**src/rtl/joypad_port_if.sv**
```systemverilog
// ---------------------------------------------------------------------------
// joypad_port_if
//
// CPU-side bus bundle for the joypad port ($4016/$4017).
//
// Signals:
//   cpu_en   - CPU cycle enable. Bus accesses only count while this is high.
//   bus_addr - 16-bit CPU address.
//   bus_din  - 8-bit CPU write data.
//   bus_wr   - CPU R/W_n. 1 = read, 0 = write.
//   bus_out  - 8-bit read data from the port to the databus mux.
//   bus_sel  - High while a read of $4016 or $4017 is on the bus.
//
// Modports:
//   master - CPU / bus side. Drives address, data, enable and direction.
//   slave  - joypad_port side. Returns read data and the select flag.
// ---------------------------------------------------------------------------
interface joypad_port_if;
    logic        cpu_en;
    logic [15:0] bus_addr;
    logic [7:0]  bus_din;
    logic        bus_wr;
    logic [7:0]  bus_out;
    logic        bus_sel;

    modport master (
        output cpu_en,
        output bus_addr,
        output bus_din,
        output bus_wr,
        input  bus_out,
        input  bus_sel
    );

    modport slave (
        input  cpu_en,
        input  bus_addr,
        input  bus_din,
        input  bus_wr,
        output bus_out,
        output bus_sel
    );
endinterface

```
**src/rtl/joypad_port.sv**
```systemverilog
// ---------------------------------------------------------------------------
// joypad_port
//
// NES-style controller port. It polls a serial pad about 60 times a second
// and keeps the last captured button state. The CPU reads that state back
// one bit at a time through the usual $4016 strobe/shift protocol.
//
// Parameters:
//   POLL_DIV - cpu_clk cycles between the starts of two pad polls.
//   HALF_BIT - cpu_clk cycles in each half-period of pad_clk.
//
// Ports:
//   cpu_clk   - The only clock. All state changes on its rising edge.
//   reset_n   - Asynchronous, active-low reset.
//   bus       - CPU bus bundle, slave side (see joypad_port_if).
//   pad_latch - Latch pin to the controller.
//   pad_clk   - Clock pin to the controller.
//   pad_data  - Serial data from the controller. Active-low, pulled up.
//   buttons   - Last captured state, 1 = pressed.
//               bit0..7 = A, B, Select, Start, Up, Down, Left, Right.
//   sw        - Present only when JOYPAD_SW_OVERRIDE_EN is defined. Any bit
//               set here is ORed into buttons when a poll completes.
//
// Build option:
//   JOYPAD_SW_OVERRIDE_EN - Adds the sw override input. If it is not
//                           defined, buttons come from the pad alone.
// ---------------------------------------------------------------------------
module joypad_port #(
    parameter int POLL_DIV = 29830,
    parameter int HALF_BIT = 6
) (
    input  logic               cpu_clk,
    input  logic               reset_n,
    joypad_port_if.slave       bus,
    output logic               pad_latch,
    output logic               pad_clk,
    input  logic               pad_data,
    output logic [7:0]         buttons
`ifdef JOYPAD_SW_OVERRIDE_EN
    ,
    input  logic [7:0]         sw
`endif
);

    localparam int DIV_W = (POLL_DIV > 1) ? $clog2(POLL_DIV) : 1;
    localparam int TMR_W = $clog2(2 * HALF_BIT) + 1;

    localparam logic [DIV_W-1:0] DIV_LAST   = DIV_W'(POLL_DIV - 1);
    localparam logic [TMR_W-1:0] LATCH_LAST = TMR_W'(2 * HALF_BIT - 1);
    localparam logic [TMR_W-1:0] HALF_LAST  = TMR_W'(HALF_BIT - 1);

    typedef enum logic [2:0] {
        IDLE,
        LATCH,
        BIT_LO,
        BIT_HI,
        DONE
    } poll_state_t;

    poll_state_t      state;
    logic [DIV_W-1:0] divider;
    logic [TMR_W-1:0] timer;
    logic [2:0]       bit_idx;
    logic [7:0]       capture;
    logic             sync_meta;
    logic             sync_data;
    logic             strobe;
    logic [7:0]       shift;

    logic             div_wrap;
    logic             addr_4016;
    logic             addr_4017;
    logic             strobe_wr;
    logic             shift_rd;
    logic             read_sel;
    logic [7:0]       read_data;
    logic             unused_din;

    // The strobe register only looks at bit 0 of the write data.
    assign unused_din = ^bus.bus_din[7:1];

    assign div_wrap  = (divider == DIV_LAST);
    assign addr_4016 = (bus.bus_addr == 16'h4016);
    assign addr_4017 = (bus.bus_addr == 16'h4017);
    assign strobe_wr = bus.cpu_en && !bus.bus_wr && addr_4016;
    assign shift_rd  = bus.cpu_en &&  bus.bus_wr && addr_4016;

    // The pad is on another board and runs on its own timing. Pass its data
    // through two flops before the FSM samples it.
    always_ff @(posedge cpu_clk or negedge reset_n) begin
        if (!reset_n) begin
            sync_meta <= 1'b0;
            sync_data <= 1'b0;
        end else begin
            sync_meta <= pad_data;
            sync_data <= sync_meta;
        end
    end

    // The poll divider runs in every state. Because the poll does not stop
    // it, the time between two poll starts is exactly POLL_DIV cycles, no
    // matter how long the poll itself takes.
    always_ff @(posedge cpu_clk or negedge reset_n) begin
        if (!reset_n) begin
            divider <= '0;
        end else if (div_wrap) begin
            divider <= '0;
        end else begin
            divider <= divider + 1'b1;
        end
    end

    // Poll sequencer. It raises latch for two half-bits, then clocks out
    // eight bits. Each bit is sampled at the end of its low half, before the
    // rising pad_clk edge tells the pad to shift. pad_latch and pad_clk are
    // registered here so the pins never glitch. buttons changes only in DONE,
    // so an aborted poll leaves it untouched.
    always_ff @(posedge cpu_clk or negedge reset_n) begin
        if (!reset_n) begin
            state     <= IDLE;
            timer     <= '0;
            bit_idx   <= '0;
            capture   <= '0;
            pad_latch <= 1'b0;
            pad_clk   <= 1'b0;
            buttons   <= '0;
        end else begin
            case (state)
                IDLE: begin
                    pad_latch <= 1'b0;
                    pad_clk   <= 1'b0;
                    if (div_wrap) begin
                        state     <= LATCH;
                        pad_latch <= 1'b1;
                        timer     <= '0;
                    end
                end

                LATCH: begin
                    if (timer == LATCH_LAST) begin
                        state     <= BIT_LO;
                        pad_latch <= 1'b0;
                        timer     <= '0;
                        bit_idx   <= '0;
                    end else begin
                        timer <= timer + 1'b1;
                    end
                end

                BIT_LO: begin
                    if (timer == HALF_LAST) begin
                        capture[bit_idx] <= ~sync_data;
                        state            <= BIT_HI;
                        pad_clk          <= 1'b1;
                        timer            <= '0;
                    end else begin
                        timer <= timer + 1'b1;
                    end
                end

                BIT_HI: begin
                    if (timer == HALF_LAST) begin
                        pad_clk <= 1'b0;
                        timer   <= '0;
                        bit_idx <= bit_idx + 1'b1;
                        if (bit_idx == 3'd7) begin
                            state <= DONE;
                        end else begin
                            state <= BIT_LO;
                        end
                    end else begin
                        timer <= timer + 1'b1;
                    end
                end

                DONE: begin
`ifdef JOYPAD_SW_OVERRIDE_EN
                    buttons <= capture | sw;
`else
                    buttons <= capture;
`endif
                    state   <= IDLE;
                end

                default: begin
                    state     <= IDLE;
                    pad_latch <= 1'b0;
                    pad_clk   <= 1'b0;
                end
            endcase
        end
    end

    // CPU-facing strobe and shift register. While strobe is high, the shift
    // register keeps tracking buttons. Once strobe drops, each enabled $4016
    // read moves the next button into bit 0 and shifts a 1 in at the top, so
    // reads past the eighth return 1. A finished poll never touches shift
    // directly; only strobe reloads it. A strobe write of 1 reloads shift in
    // the same cycle, so it takes priority over a read shift.
    always_ff @(posedge cpu_clk or negedge reset_n) begin
        if (!reset_n) begin
            strobe <= 1'b0;
            shift  <= '0;
        end else begin
            if (strobe_wr && bus.bus_din[0]) begin
                shift <= buttons;
            end else if (strobe) begin
                shift <= buttons;
            end else if (shift_rd) begin
                shift <= {1'b1, shift[7:1]};
            end

            if (strobe_wr) begin
                strobe <= bus.bus_din[0];
            end
        end
    end

    // Read mux. Bit 6 is the open-bus value the CPU normally sees at these
    // addresses. While strobe is held high, a $4016 read shows the live A
    // button rather than the one-cycle-old copy in shift.
    always_comb begin
        read_sel  = (addr_4016 || addr_4017) && bus.bus_wr;
        read_data = 8'h00;
        if (read_sel) begin
            if (addr_4017) begin
                read_data = 8'h40;
            end else begin
                read_data = {7'b0100000, (strobe ? buttons[0] : shift[0])};
            end
        end
    end

    assign bus.bus_sel = read_sel;
    assign bus.bus_out = read_data;

endmodule

```
**src/flat_wrapper.sv**
```systemverilog
// flat-port wrapper written by rule: the top's interface ports become plain ports
module joypad_port_flat 
#(
    parameter int POLL_DIV = 29830,
    parameter int HALF_BIT = 6
)
  (cpu_clk, reset_n, pad_latch, pad_clk, pad_data, buttons, bus_cpu_en, bus_bus_addr, bus_bus_din, bus_bus_wr, bus_bus_out, bus_bus_sel);
  joypad_port_if bus_i ();
  input  logic cpu_clk;
  input  logic reset_n;
  output logic pad_latch;
  output logic pad_clk;
  input  logic pad_data;
  output logic [7:0] buttons;
  input wire logic [$bits(bus_i.cpu_en)-1:0] bus_cpu_en;
  input wire logic [$bits(bus_i.bus_addr)-1:0] bus_bus_addr;
  input wire logic [$bits(bus_i.bus_din)-1:0] bus_bus_din;
  input wire logic [$bits(bus_i.bus_wr)-1:0] bus_bus_wr;
  output wire logic [$bits(bus_i.bus_out)-1:0] bus_bus_out;
  output wire logic [$bits(bus_i.bus_sel)-1:0] bus_bus_sel;
  assign bus_i.cpu_en = bus_cpu_en;
  assign bus_i.bus_addr = bus_bus_addr;
  assign bus_i.bus_din = bus_bus_din;
  assign bus_i.bus_wr = bus_bus_wr;
  assign bus_bus_out = bus_i.bus_out;
  assign bus_bus_sel = bus_i.bus_sel;
  joypad_port #(.POLL_DIV(POLL_DIV), .HALF_BIT(HALF_BIT)) u_core (.cpu_clk(cpu_clk), .reset_n(reset_n), .bus(bus_i), .pad_latch(pad_latch), .pad_clk(pad_clk), .pad_data(pad_data), .buttons(buttons));
endmodule
```
**config.mk**
```make
export PLATFORM = sky130hd
export DESIGN_NAME = joypad_port_flat
export DESIGN_NICKNAME = d
export VERILOG_FILES = /design/src/rtl/joypad_port_if.sv /design/src/rtl/joypad_port.sv /design/src/flat_wrapper.sv
export SDC_FILE = /design/constraint.sdc
export NUM_CORES = 1
export LEC_CHECK = 0
export BUFFER_PORTS_ARGS = -buffer_cell sky130_fd_sc_hd__buf_2
export CAP_MARGIN = 40
export CORE_UTILIZATION = 55
export DETAILED_ROUTE_END_ITERATION = 12
export PLACE_DENSITY = 0.79
export SLEW_MARGIN = 40
export SYNTH_ARGS = -nofsm -noshare
export SYNTH_HDL_FRONTEND = slang
export SYNTH_SLANG_ARGS = --single-unit
```
**constraint.sdc**
```tcl
create_clock -name cpu_clk -period 2.5 [get_ports cpu_clk]
set_clock_uncertainty 0.15 [all_clocks]
set_input_delay 0.375 -clock cpu_clk [delete_from_list [all_inputs] [get_ports cpu_clk]]
set_output_delay 0.375 -clock cpu_clk [all_outputs]
set_load 0.005 [all_outputs]
```
Word level (Yosys, flattened, before mapping). Cells that the tools add are included.

Flip-flop bits (word level): 55. Input bits: 29. Logic and storage cells: 85.

Add/sub/neg operators: 3. $lt $le $gt $ge: 2. Eq/ne operators: 14. Multiplexer cells: 29. Bitwise gates (word level): 3. Reduce and logical (&&, ||, !) cells: 22.

Operators with widths (count): equality test 16 x 15 -> 1 bit, second input constant (2); 2-to-1 mux 8 bit (3); 2-to-1 mux 3 bit (7); adder 15 x 1 -> 15 bit, second input constant (1); equality test 15 bit, second input constant (1); 2-to-1 mux 15 bit (1); 2-to-1 mux 5 bit (3); case mux 5 bit (3 select lines) (1); case mux 3 bit (4 select lines) (1); bitwise mux 8 bit (1); inequality test 2 x 1 -> 1 bit, second input constant (4); logical AND 1 bit (7); 2-to-1 mux 1 bit (7); 2-to-1 mux 7 bit (1); equality test 3 x 2 -> 1 bit, second input constant (2); equality test 3 bit, second input constant (2); case mux 1 bit (3 select lines) (2); case mux 3 bit (2 select lines) (1); AND reduction 2 bit (3); AND reduction 3 bit (2); nonzero test 3 bit (2); adder 5 x 1 -> 5 bit, second input constant (1); equality test 5 x 3 -> 1 bit, second input constant (1); equality test 5 x 4 -> 1 bit, second input constant (1); other kinds (13) (16).

Depth between registers and ports, before layout.
Depth after elaboration: 5. Gate-level depth with buffers: 7. Depth with buffers taken out: 6.

Worst setup path before layout. OpenSTA, ideal clock, no wires.

Path kind: register -> register. Start: register u_core.timer[1]. End: register u_core.capture[1]. Library setup time: 0.135 ns. Data arrival time: 1.728 ns. Setup slack: 0.488 ns. Stages on the path, launching flop included: 8. Clock period less this slack: 2.012 ns. Path through: dfrtp_1 -> inv_1 -> ha_1 -> nand4bb_4 -> or4b_1 -> clkbuf_1 -> o31ai_1 -> o41ai_1.

Cells in the longest elaborated chain, start to end: 2.

Ends and longest elaborated chain: start: declaration (line joypad_port.sv:62) `logic [TMR_W-1:0] timer;`; start signal: assignment (line joypad_port.sv:146) `timer <= timer + 1'b1;`; start signal: assignment (line joypad_port.sv:157) `timer <= timer + 1'b1;`; start signal: assignment (line joypad_port.sv:172) `timer <= timer + 1'b1;`; equality test 5 x 3 -> 1 bit (line joypad_port.sv:151) `if (timer == HALF_LAST) begin`; AND reduction 2 bit (no source line); end signal: indexed assignment (line joypad_port.sv:152) `capture[bit_idx] <= ~sync_data;`; end: declaration (line joypad_port.sv:64) `logic [7:0] capture;`.

Every way passes these cells. A chain may end at the register's enable or synchronous reset.

Final worst setup path. Ends and elaborated chain as after synthesis.

==> out/metrics.yaml <==
ff2ff_path_depth: 6
wl_per_cell_um: 13.8
htree_levels: 2
synth_common_cells: "55 x dfrtp_1, 15 x nand2_1, 13 x inv_1, 11 x nor2_1"
remaining_drc_errors: 0
critPathMaxStageDelay_ns: 0.69
r2r_slack_ns: 0.31
clock_path_buffers: 2
antenna_found_initial: 0
yosysTopAreaCell: "dfrtp_1"
setup_viol_count_final: 0
endpoint_kind: "flip-flop"
p_per_area_nw_per_um2: 452
track_usage: 0.202
status: "complete, no violations"
synth_edf_count: 0
netlist_top_cells_area: "dfrtp_1 48%, mux2_1 3.9%, mux2i_1 3.1%"
detail_route.iter0.violations: 74
finalCriticalPeriod_ns: 2.19
start_util: 0.587
p_clk_frac: 0.339
p_leak_nw: 1.54
comb_power_share: 0.041
setup_ws_ns: 0.308
coreArea_um2: 4880
grt_pass1_vias: 1949
fmax_mhz: 456
yosysMostFrequentCell: "dfrtp_1"
intPower_mw: 1.13
ios: 48
ir_worst_vdd_v: 0.000441
max-slew-margin-rel: 0.571
clk_latency_ns: 0.30
num_rows: 25
reg2reg_from: "u_core.timer[1]"
async_reset_ff_frac: 1.00
vias: 2024
crit_fanout: 8
synth.distinct_cells: 57
critical_path_required_ns: 2.53
vias_per_cell: 5.56
netlist_area_um2: 2860
critPathSlowestCell: "or4b_1"
yosysTopAreaCellShare: 0.481
grt_first_pass_wirelength_um: 8550
place_ws_ns: 0.340
drive_gt1_frac: 0.195
diodes: 0
first_pass_iters: 4
cts-buffers-inserted: 5
hp-class: "primary input to flip-flop"
synth_flop_cell: "dfrtp_1"
wl_met3_um: 192
grt_max_degree: 31
syn2layout_area_growth_pct: 11.4
clk_pin_slew_ns: 0.09
slew_viol_final: 0
hold_violations: 0
drv_cap: 0
p_seq_frac: 0.620
placed_cell_area_um2: 3090
die_w_um: 74.1
dp_hpwl_um: 3710
cts_tree: "done"
finalInstanceArea_um2: 3190
cts_root_buffer: "clkbuf_8"
wl_um: 5030
cp.arrival_ns: 2.22
final-seq-area_um2: 1380
fin_tns_setup_ns: 0
swShare: 0.213
crit_chain: "inv_1 > ha_1 > nand4bb_4 > or4b_1 > o31ai_1 > o41ai_1"
final_nets: 332
wl_met2_um: 2490
p_switching_mw: 0.307
seq_area_frac_synth: 0.481
path_delay_family: "simple AND/OR/NAND/NOR gates"
multi_input_area_um2: 1340
fillCellCount: 420
gp_congestion: 0.847
die-area_um2: 5500
top_layer: "met4"
clkSinkCount: 55
critPathBufInv: 1
r2r_end: "u_core.capture[1]"
path_class: "flip-flop to flip-flop"
period_share: 0.877
postRouteAntennaNets: 0
ys_seq_elements: 55
hp-start: "pad_data"
holdPathEnd: "u_core.sync_meta"
synth.avg_cell_area_um2: 10.9
syn_inst: 263
worst_pin_slew_ns: 0.637
cts_repair_resize_count: 0
start_kind: "flip-flop"
numPortBuffers: 34
die_h_um: 74.1
rsz0062_at_grt: "false"
overflow: 0
drt-met1-wl_um: 2320
holdPathStages: 1
yosysWarnings: 0
## repair_timing
action                                 CTS  global route
hold buffers                             1             0
setup buffers                            0             0
endpoints found under the hold margin   25             0
## how the worst max path moves through the flow
stage | start | to | slack [ns] | depth (start not counted)
after detailed placement | u_core.timer[1] | u_core.capture[1] | 0.34 | 6
after global routing | u_core.timer[1] | u_core.capture[1] | 0.20 | 6
after CTS | u_core.timer[1] | u_core.capture[1] | 0.32 | 6
after global placement | u_core.timer[1] | u_core.capture[1] | 0.40 | 6
final | u_core.timer[1] | u_core.capture[1] | 0.31 | 6
after floorplan | u_core.timer[1] | u_core.capture[1] | 0.49 | 7
## layout make-up
cell class                 count  share of cell area
clock buffer                   6              0.0259
clock inverter                 1             0.00157
inverter                      14              0.0165
multi-input combinational    179               0.421
sequential                    55               0.432
tap                           67              0.0263
timing repair buffer          42              0.0769
## registers in the layout, indices dropped and copies added (netlist names)
register / cells
u_core.capture: 8
u_core.strobe: 1
u_core.buttons: 8
u_core.state: 3
u_core.shift: 8
u_core.pad_latch: 1
u_core.pad_clk: 1
u_core.bit_idx: 3
u_core.sync_data: 1
u_core.timer: 5
u_core.sync_meta: 1
u_core.divider: 15
## per-layer routing
metal / GRT usage / vias to the layer above
li1: - / 1010
met1: 0.262 / 972
met2: 0.341 / 38
met3: 0.0515 / 4
met4: 0.0491 / 0
met5: 0 / -
## through the flow
stage          total power [mW]  std cells   util  hold slack (ns)
6_report                   1.44        364  0.653           0.0232
4_1_cts                    1.46        364  0.653           0.0117
3_5_place_dp              0.970        356  0.633            0.194
3_3_place_gp              0.970        356  0.633            0.197
2_1_floorplan             0.935        268      -          -0.0706
5_1_grt                    1.50        364  0.653          0.00492
## worst reg2reg max path: cells and delay by family (launching register included)
family	cells	cell delay [ns]
flops	1	0.40
simple gates	2	0.87
buf+inv	1	0.08
fa+ha+maj	1	0.20
compound gates	2	0.37
## placed cells by master, fill, tap and decap left out, drive strengths merged, types with 4 or more instances in the layout
master / instances
nor2: 11
nand3: 10
nand4: 4
o31ai: 4
xor2: 5
mux2: 12
nand2: 15
buf: 41
mux2i: 9
ha: 6
o21ai: 14
a31oi: 8
dfrtp: 55
nor2b: 4
conb: 6
a2bb2oi: 7
a21o: 7
xnor2: 6
inv: 14
clkbuf: 6
nand2b: 5
## power groups by stage
stage | Combinational (mW) | Clock (mW) | Sequential, mW
floorplan | 0.0257 | 0 | 0.909
global placement | 0.0588 | 0 | 0.911
detailed placement | 0.0593 | 0 | 0.911
CTS | 0.0606 | 0.503 | 0.893
global route | 0.0688 | 0.537 | 0.894
finish | 0.0590 | 0.488 | 0.893
## kinds of logic (layout without fill, tap and decap cells)
kind of cell,Yosys count,count (layout),share of synthesized area
xor+xnor,11,11,0.0337
fa+ha+maj,6,6,0.0262
mux,21,21,0.0787
other cells,1,6,0.00131
flops,55,55,0.481
simple gates,77,77,0.177
compound gates,58,58,0.146
buf+inv,34,63,0.0568
Power figures use the tool's default switching activity.
